[config.mk]
export PLATFORM = sky130hd
export DESIGN_NAME = motor_timer
export DESIGN_NICKNAME = d
export VERILOG_FILES = /design/src/rtl/motor_timer_pkg.sv /design/src/rtl/bcd_down_cnt3.sv /design/src/rtl/motor_timer.sv
export SDC_FILE = /design/constraint.sdc
export NUM_CORES = 1
export LEC_CHECK = 0
export BUFFER_PORTS_ARGS = -buffer_cell sky130_fd_sc_hd__buf_2
export CAP_MARGIN = 10
export CORE_MARGIN = 4
export CORE_UTILIZATION = 30
export DETAILED_ROUTE_END_ITERATION = 12
export PLACE_DENSITY = 0.51
export SYNTH_ARGS = -nofsm -noshare
export SYNTH_HDL_FRONTEND = slang
export SYNTH_HIERARCHICAL = 1
export SYNTH_SLANG_ARGS = --single-unit
[constraint.sdc]
create_clock -name sysclk -period 3.8 [get_ports sysclk]
set_input_delay 1.14 -clock sysclk [delete_from_list [all_inputs] [get_ports sysclk]]
set_output_delay 1.14 -clock sysclk [all_outputs]
set_load 0.05 [all_outputs]
[src/rtl/motor_timer_pkg.sv]
// Shared definitions for the motor countdown timer: FSM state encoding,
// BCD digit limits, motor selection width and a one-hot check.
package motor_timer_pkg;

  typedef enum logic [1:0] {
    ST_IDLE  = 2'd0,
    ST_RUN   = 2'd1,
    ST_PAUSE = 2'd2,
    ST_DONE  = 2'd3
  } state_e;

  localparam int unsigned DIGIT_W   = 4;
  localparam logic [3:0]  DIGIT_MAX = 4'd9;
  localparam int unsigned MOTOR_W   = 6;

  // True when exactly one bit of the motor selection is set.
  function automatic logic is_onehot(input logic [MOTOR_W-1:0] v);
    int unsigned n;
    n = 0;
    for (int unsigned i = 0; i < MOTOR_W; i++) begin
      if (v[i]) n++;
    end
    return (n == 1);
  endfunction

endpackage

[src/rtl/bcd_down_cnt3.sv]
// Three-digit BCD down counter with synchronous clear, load and decrement
// (priority in that order). Decrementing at 000 holds the value.
module bcd_down_cnt3
  import motor_timer_pkg::*;
(
  input  logic        clk,
  input  logic        rst_n,
  input  logic        clr,
  input  logic        load,
  input  logic [11:0] load_val,
  input  logic        dec,
  output logic [11:0] cnt,
  output logic        zero
);

  logic [11:0] cnt_q;
  logic [11:0] cnt_d;
  logic [11:0] cnt_dec;

  // BCD decrement with digit borrows: units 0->9 borrows from tens, tens 0->9 from hundreds.
  always_comb begin
    cnt_dec = cnt_q;
    if (cnt_q[3:0] != 4'd0) begin
      cnt_dec[3:0] = cnt_q[3:0] - 4'd1;
    end else begin
      cnt_dec[3:0] = DIGIT_MAX;
      if (cnt_q[7:4] != 4'd0) begin
        cnt_dec[7:4] = cnt_q[7:4] - 4'd1;
      end else begin
        cnt_dec[7:4]  = DIGIT_MAX;
        cnt_dec[11:8] = cnt_q[11:8] - 4'd1;
      end
    end
  end

  // Next-value selection.
  always_comb begin
    cnt_d = cnt_q;
    if (clr)                    cnt_d = '0;
    else if (load)              cnt_d = load_val;
    else if (dec && !zero)      cnt_d = cnt_dec;
  end

  // Counter register.
  always_ff @(posedge clk or negedge rst_n) begin
    if (!rst_n) cnt_q <= '0;
    else        cnt_q <= cnt_d;
  end

  assign cnt  = cnt_q;
  assign zero = (cnt_q == 12'h000);

endmodule

[src/rtl/motor_timer.sv]
// Motor countdown timer: loads a one-hot motor selection and a 3-digit BCD
// time when the selection changes, drives the motor while counting down one
// BCD step per TICK_DIV clocks, supports pause, and flags rejected loads.
// Optional: define MOTOR_TIMER_WARN_EN to add the Warn output (last 9 s).
module motor_timer
  import motor_timer_pkg::*;
#(
  parameter int unsigned TICK_DIV = 100000000,
  parameter int unsigned CNT_W    = 27
) (
  input  logic       sysclk,
  input  logic       rst,
  input  logic [5:0] Motor,
  input  logic [3:0] TValue0,
  input  logic [3:0] TValue1,
  input  logic [3:0] TValue2,
  input  logic       Pause,
  output logic [5:0] MotorOut,
  output logic [3:0] Remain0,
  output logic [3:0] Remain1,
  output logic [3:0] Remain2,
  output logic       Busy,
  output logic       Done,
`ifdef MOTOR_TIMER_WARN_EN
  output logic       Warn,
`endif
  output logic       Err
);

  state_e state_q, state_d;

  logic [MOTOR_W-1:0] motor_prev_q;
  logic [MOTOR_W-1:0] sel_q, sel_d;
  logic [CNT_W-1:0]   pre_q, pre_d;
  logic               done_q, done_d;
  logic               err_q, err_d;
  logic               zero_pend_q, zero_pend_d;

  logic        load_req, clear_req, load_ok, tick, t_zero;
  logic [11:0] tval, remain;
  logic        cnt_clr, cnt_load, cnt_dec, cnt_zero;

  assign tval      = {TValue2, TValue1, TValue0};
  assign load_req  = (Motor != motor_prev_q) && (Motor != '0);
  assign clear_req = (Motor == '0) && (motor_prev_q != '0);
  assign load_ok   = is_onehot(Motor) && (TValue0 <= DIGIT_MAX) &&
                     (TValue1 <= DIGIT_MAX) && (TValue2 <= DIGIT_MAX);
  assign t_zero    = (tval == 12'h000);
  assign tick      = (pre_q == CNT_W'(TICK_DIV - 1));

  bcd_down_cnt3 u_cnt (
    .clk      (sysclk),
    .rst_n    (rst),
    .clr      (cnt_clr),
    .load     (cnt_load),
    .load_val (tval),
    .dec      (cnt_dec),
    .cnt      (remain),
    .zero     (cnt_zero)
  );

  // FSM state register.
  always_ff @(posedge sysclk or negedge rst) begin
    if (!rst) state_q <= ST_IDLE;
    else      state_q <= state_d;
  end

  // FSM next state: clear > load > pause > tick. A rejected load holds the state.
  always_comb begin
    state_d = state_q;
    if (clear_req) begin
      state_d = ST_IDLE;
    end else if (load_req) begin
      if (load_ok) state_d = t_zero ? ST_DONE : ST_RUN;
    end else begin
      case (state_q)
        ST_RUN: begin
          if (Pause)                           state_d = ST_PAUSE;
          else if (tick && remain == 12'h001)  state_d = ST_DONE;
        end
        ST_PAUSE: if (!Pause) state_d = ST_RUN;
        default: ;
      endcase
    end
  end

  // FSM outputs: motor driven only in RUN; busy in RUN or PAUSE.
  always_comb begin
    MotorOut = (state_q == ST_RUN) ? sel_q : '0;
    Busy     = (state_q == ST_RUN) || (state_q == ST_PAUSE);
  end

  // Datapath control. A tick landing on the pause edge wraps the prescaler
  // without decrementing so it is dropped rather than replayed on resume.
  // A zero-time load arms zero_pend so Done fires on the following edge.
  always_comb begin
    pre_d       = pre_q;
    sel_d       = sel_q;
    err_d       = err_q;
    done_d      = 1'b0;
    zero_pend_d = 1'b0;
    cnt_clr     = 1'b0;
    cnt_load    = 1'b0;
    cnt_dec     = 1'b0;
    if (clear_req) begin
      cnt_clr = 1'b1;
      pre_d   = '0;
      sel_d   = '0;
    end else if (load_req) begin
      if (load_ok) begin
        cnt_load    = 1'b1;
        pre_d       = '0;
        sel_d       = Motor;
        err_d       = 1'b0;
        zero_pend_d = t_zero;
      end else begin
        err_d = 1'b1;
      end
    end else begin
      case (state_q)
        ST_RUN: begin
          if (tick) begin
            pre_d = '0;
            if (!Pause) begin
              cnt_dec = 1'b1;
              done_d  = (remain == 12'h001);
            end
          end else if (!Pause) begin
            pre_d = pre_q + CNT_W'(1);
          end
        end
        ST_DONE: done_d = zero_pend_q;
        default: ;
      endcase
    end
  end

  // Datapath registers.
  always_ff @(posedge sysclk or negedge rst) begin
    if (!rst) begin
      motor_prev_q <= '0;
      sel_q        <= '0;
      pre_q        <= '0;
      done_q       <= 1'b0;
      err_q        <= 1'b0;
      zero_pend_q  <= 1'b0;
    end else begin
      motor_prev_q <= Motor;
      sel_q        <= sel_d;
      pre_q        <= pre_d;
      done_q       <= done_d;
      err_q        <= err_d;
      zero_pend_q  <= zero_pend_d;
    end
  end

  assign Remain0 = remain[3:0];
  assign Remain1 = remain[7:4];
  assign Remain2 = remain[11:8];
  assign Done    = done_q;
  assign Err     = err_q;

`ifdef MOTOR_TIMER_WARN_EN
  // Warning while active and the hundreds and tens digits are both zero.
  always_comb begin
    Warn = Busy && (remain[11:4] == 8'h00);
  end
`endif

  logic unused_ok;
  assign unused_ok = cnt_zero;

endmodule

==> results of run 1 <==
-- through the flow --
step	total power [mW]	cell area, um^2	util (%)	std cells	worst slack, ns
after floorplan	1.64	3900	-	431	-0.747
after global placement	1.92	4440	36.3	649	-0.677
after detailed placement	1.94	4440	36.3	649	-0.759
after CTS	2.49	4750	38.9	661	-0.197
after global routing	2.64	4810	39.4	664	-0.444
final	2.50	4810	39.4	664	-0.254
-- state kept, by name, indices dropped and copies added, names as in the netlist --
| signal | cells |
|---|---|
| pre_q | 27 |
| u_cnt/cnt | 12 |
| motor_prev_q | 6 |
| sel_q | 6 |
| state_q | 2 |
| Done | 1 |
| Err | 1 |
| zero_pend_q | 1 |
-- area by class of cell --
cell class / instances / area share (%)
clock buffers: 7 / 2.96
clock inverters: 1 / 0.156
inverters: 27 / 2.57
multi-input cells: 327 / 49.4
flip-flops and latches: 56 / 29.1
well taps: 168 / 4.37
repair buffers: 78 / 11.4
-- layout by cell type (no fill, tap or decap), types with 9 or more instances in the layout --
master   count
nand2_1     28
inv_1       24
mux2i_1     13
buf_2       39
nand3_1     23
buf_4       33
nor2_4       9
a31oi_1     14
dfrtp_1     56
a21oi_1     23
nor3_1      15
nor4_1      16
nand4_1     10
nor2_1      31
-- timing repair --
action	4_1_cts	5_1_grt
pin swaps	11	6
gates resized for setup	35	8
cloned	0	0
buffers inserted	5	3
setup endpoints to repair	49	49
-- power by group --
| group | switching [mW] | internal [mW] |
|---|---|---|
| clock network | 0.231 | 0.264 |
| logic | 0.719 | 0.405 |
| registers | 0.167 | 0.713 |
| total | 1.12 | 1.38 |
-- critical path, delay by kind of cell --
family / cells / cell delay, ns
fa+ha+maj: 4 / 1.01
compound gates: 2 / 0.41
buf+inv: 3 / 0.23
simple gates: 4 / 0.76
xor+xnor: 1 / 0.15
mux: 2 / 0.58
-- synthesized netlist by cell type, types with 2 or more instances --
master and count:
and2_1 7, buf_6 3, nor2b_1 3, mux2i_1 13, a311oi_1 5, nor3_1 17, nor3b_1 3, o2bb2ai_1 2
ha_1 10, nand2b_1 6, a41oi_1 6, nand3b_1 2, nor2_1 40, or4_1 4, xnor2_1 6, or3_1 2
nor4bb_1 3, nand2_1 28, a211o_1 2, a221oi_1 2, and4_1 8, dfrtp_1 56, a211oi_1 12, and3_1 4
o31ai_1 2, a21oi_1 24, buf_2 10, mux2_2 3, inv_1 26, nor4_1 16, a211oi_2 2, xor2_1 8
a21o_1 3, a221o_1 3, nand3_1 23, o21ai_0 10, clkbuf_1 7, or2_2 2, nand4_1 10, a31oi_1 14
-- worst paths after layout --
path | depth (start not counted) | to | startpoint
max in group asynchronous | 2 | u_cnt/cnt[2]$_DFFE_PN0P_ | rst
min in group asynchronous | 1 | pre_q[2]$_DFFE_PN0P_ | rst
min reg2reg | 2 | Done$_DFF_PN0_ | zero_pend_q$_DFF_PN0_
min | 2 | Done$_DFF_PN0_ | zero_pend_q$_DFF_PN0_
max | 16 | u_cnt/cnt[11]$_DFFE_PN0P_ | Motor[0]
max reg2reg | 9 | u_cnt/cnt[11]$_DFFE_PN0P_ | pre_q[0]$_DFFE_PN0P_
-- kinds of logic (layout without fill, tap and decap cells) --
group	after synthesis	after routing	synth area share, %
XOR/XNOR	15	15	3.89
buffers and inverters	48	113	5.67
multiplexers	16	16	4.32
flip-flops	56	56	36.9
AO/OA/AOI/OAI	97	97	18.0
adder cells (fa/ha/maj)	10	10	3.30
AND/OR/NAND/NOR	189	189	27.9
-- routing by layer --
| metal | global-route usage (%) | share of wire [%] | up-vias |
|---|---|---|---|
| met4 | 2.90 | 0.81 | 0 |
| met3 | 3.65 | 3.8 | 6 |
| met2 | 25.4 | 48 | 64 |
| li1 | - | - | 1739 |
| met1 | 21.7 | 47 | 1770 |
| met5 | 0 | 0 | - |
==> flow_summary.toml, run 1 <==
[synth]
ys_seq_area_share_pct = 36.9
synthTopCellsByArea = "dfrtp_1, nor2_1, mux2i_1"
synth.avg_cell_area_um2 = 8.81
ys.flop_type = "dfrtp_1"
async_flop_share_pct = 100
synth_top_area_share_pct = 36.9
syn_area_um2 = 3800
yosysWarnings = 6
synth_area_leader_cell = "dfrtp_1"
synth-seq-cells = 56
ys_types = 64
synth_edf_count = 0
synth_fp_nets = 462
synthCells = 431

[floorplan]
die_height_um = 120
die-width_um = 120
core_area_um2 = 12200
die_area_um2 = 14500
rows = 40
start_util_pct = 31.1
io_pins = 42

[timing]
hold_slack_ns = 0.495
final.setup.tns_ns = -7.26
hold_viol_final = 0
fin_ws_ns = -0.254
slew_viol_final = 0
max_freq_ghz = 0.247
setup_viol = 47
max_slew.worst_pin.slew_ns = 1.02
fin_crit_ns = 4.05
max-slew-margin-rel_pct = 31.8
skew_ns = 0.00695
post-route-period-util_pct = 107
grt_setup_unrepaired = "true"

[clocking]
holdBufCountCts = 0
clock_sinks = 56
cts_inserted_buffers = 5
clock_latency_ns = 0.31
clock_path_buffers = 2
root_buffer = "clkbuf_16"
htree_levels = 2
cts_tree = "done"
clkTransAtPathRegs_ns = 0.08

[setup_path]
start_kind = "input pin"
crit_type = "in2reg"
cp_max_fo = 5
path_cells = "buf_8, inv_6, ha_4, xor2_2, ha_1, mux2_4, ha_4, mux2_4, ha_4, nor4b_4, a211o_1, nand4_1, nor2_4, clkinv_4, and4_4, a2111oi_2"
crit_required_ns = 4.00
reg2reg_slack_ns = 0.45
slowest_delay_ns = 0.32
arrival_ns = 4.26
critPathCaptureType = "flip-flop"
crit_path_frequent_cell = "ha_4"
worst_path_max_delay_cell = "ha_1"

[run_status]
violations = "negative setup slack"
status = "complete, but fails checks"

[route]
dr.pass1.iters = 4
drtAntennaViolNets = 0
wl_per_cell_um = 16.6
drt_iter0_drc = 199
routed_wl_um = 11000
via_count = 3579
drc = 0
vias_per_cell = 5.39

[cells_and_area]
nFillCells = 1279
seq_area_um2 = 1400
diodes = 0
area_growth_syn_to_layout_pct = 26.8
multi_input_area_um2 = 2380
layout-drive-gt1-share_pct = 26.2
nets = 526

[job]
drv_cap = 0

[global_route]
grt_start_max_net_pins = 45
grt_pass1_vias = 3596
grt_use_total_pct = 15.7
grt_pass1_wl_um = 18500
grt-ovfl-total = 0
antenna_found_initial = 0

[place]
dp_hpwl_um = 8040
place.gp.congestion = 0.818
portBuffers = 41

[power_and_ir_drop]
leakagePower_nw = 1.93
powerDensity_nw_per_um2 = 519
ir_drop_mv = 0.415

[hold_path]
holdCritPathClass = "reg2reg"
Note: power is estimated with default switching activity, not from simulation.
==> run 2, diff against run 1 <==
--- a/config.mk
+++ b/config.mk
@@ -11,6 +11,7 @@
 export CORE_UTILIZATION = 30
 export DETAILED_ROUTE_END_ITERATION = 12
 export PLACE_DENSITY = 0.51
+export SKIP_LAST_GASP = 1
 export SYNTH_ARGS = -nofsm -noshare
 export SYNTH_HDL_FRONTEND = slang
 export SYNTH_HIERARCHICAL = 1
==> constraint.sdc (replaced) <==
create_clock -name sysclk -period 3.8 [get_ports sysclk]
set_input_delay 0.38 -clock sysclk [delete_from_list [all_inputs] [get_ports sysclk]]
set_output_delay 0.38 -clock sysclk [all_outputs]
set_load 0.05 [all_outputs]
==> run 2 against run 1 <==
The flow now finishes without violations. Global-route usage shrank 0.48 points. Routed wire length shrank 4.1%. Combinational power shrank 9.8%. Power shrank 5.1%. First-iteration DRC count shrank 2.0%. Clock skew grew 0.0056 ns. Largest power group unchanged.
==> flow_summary.toml, run 2 (synthesis results as in run 1) <==
[timing]
max_slew.worst_pin.slew_ns = 0.937
grt_setup_unrepaired = "false"
hold_viol_final = 0
hold_slack_ns = 0.213
max-slew-margin-rel_pct = 37.5
post-route-period-util_pct = 92.4
max_freq_ghz = 0.285
slew_viol_final = 0
setup_viol = 0
fin_crit_ns = 3.51
fin_ws_ns = 0.289
skew_ns = 0.0125

[setup_path]
crit_family = "adder cells"
worst_path_max_delay_cell = "mux2_4"
slowest_delay_ns = 0.30
crit_buf_inv = 3
cp_max_fo = 18
arrival_ns = 3.69
path_cells = "buf_2, ha_1, inv_1, mux2i_1, ha_1, mux2_4, ha_4, mux2_4, ha_4, nor4b_2, a211o_1, nand4_1, nor2_4, clkinv_4, and4_1, a2111oi_2"
critPathCaptureType = "flip-flop"
crit_required_ns = 3.98
crit_type = "in2reg"
start_kind = "input pin"
reg2reg_slack_ns = 0.61

[cells_and_area]
fin_area_um2 = 4440
layout_common_cells = "dfrtp_1, buf_2, nor2_1"
fin_cells = 645
area_growth_syn_to_layout_pct = 17.0
utilization_pct = 36.4
nets = 507
largest_register_ffs = 27
layout-drive-gt1-share_pct = 18.7
mostFrequentLayoutCell = "dfrtp_1"
diodes = 0
regMostFlops = "pre_q"

[clocking]
clock_path_buffers = 2
holdBufCountCts = 0
clock_sinks = 56
root_buffer = "clkbuf_16"
htree_levels = 2
post_cts.repair.setup_buffers = 0
clkTransAtPathRegs_ns = 0.08
cts_inserted_buffers = 5
ctsResizeCount = 0
clock_latency_ns = 0.30
cts_tree = "done"

[global_route]
grt_pass1_wl_um = 18200
grt-ovfl-total = 0
grt_use_total_pct = 15.2
grt_pass1_vias = 3598
grt_start_max_net_pins = 42
antenna_found_initial = 0

[job]
drv_cap = 0

[floorplan]
core_area_um2 = 12200
io_pins = 42
die_area_um2 = 14500
die-width_um = 120
start_util_pct = 31.1
die_height_um = 120
rows = 40

[power_and_ir_drop]
powerDensity_nw_per_um2 = 534
ir_drop_mv = 0.473
leakagePower_nw = 1.78

[place]
dp_hpwl_um = 7800
portBuffers = 41
place_ws_ns = -0.103
dpl_cell_area_um2 = 4280
place.gp.congestion = 0.812
placedCellCount = 635

[route]
drt_iter0_drc = 195
drtAntennaViolNets = 0
via_count = 3484
routed_wl_um = 10600
wl_per_cell_um = 16.4
drc = 0
dr.pass1.iters = 4
vias_per_cell = 5.40

[hold_path]
holdCritPathClass = "in2async"

[run_status]
status = "finished, final reports clean"
==> run 2: power breakdown <==
part	internal, mW	leakage (nW)	total (mW)	switching, mW
sequential	0.713	0.718	0.876	0.163
clock	0.264	0.0701	0.484	0.220
combinational	0.329	0.996	1.01	0.682
total	1.31	1.78	2.37	1.06
==> run 2: final timing paths <==
check                                 startpoint                         to  cells past startpoint
max                                     Motor[1]  u_cnt/cnt[11]$_DFFE_PN0P_                     16
min                                          rst       pre_q[3]$_DFFE_PN0P_                      1
max reg2reg                 pre_q[0]$_DFFE_PN0P_  u_cnt/cnt[11]$_DFFE_PN0P_                      9
min reg2reg                zero_pend_q$_DFF_PN0_             Done$_DFF_PN0_                      2
max in group asynchronous                    rst      pre_q[10]$_DFFE_PN0P_                      2
min in group sysclk                     Motor[0]  motor_prev_q[0]$_DFF_PN0_                      1
==> run 2: per-stage QoR <==
stage | power (mW) | setup TNS, ns
6_report | 2.37 | 0
5_1_grt | 2.52 | 0
4_1_cts | 2.39 | 0
3_5_place_dp | 1.90 | -0.103
3_3_place_gp | 1.89 | 0
2_1_floorplan | 1.63 | 0
==> run 2: metal layers <==
layer	up-vias	track usage, %	part of all wire, %
li1	1710	-	-
met1	1699	21.0	49
met2	65	24.7	47
met3	10	2.57	3.2
met4	0	4.04	1.1
met5	-	0	0
==> run 2: cell type report <==
| type | count | area, um^2 |
|---|---|---|
| clock buffer | 7 | 143 |
| clock inverter | 1 | 7.51 |
| fill | 1282 | 7770 |
| inverter | 27 | 109 |
| multi-input combinational | 327 | 2230 |
| sequential | 56 | 1400 |
| tap | 168 | 210 |
| timing repair buffer | 59 | 340 |
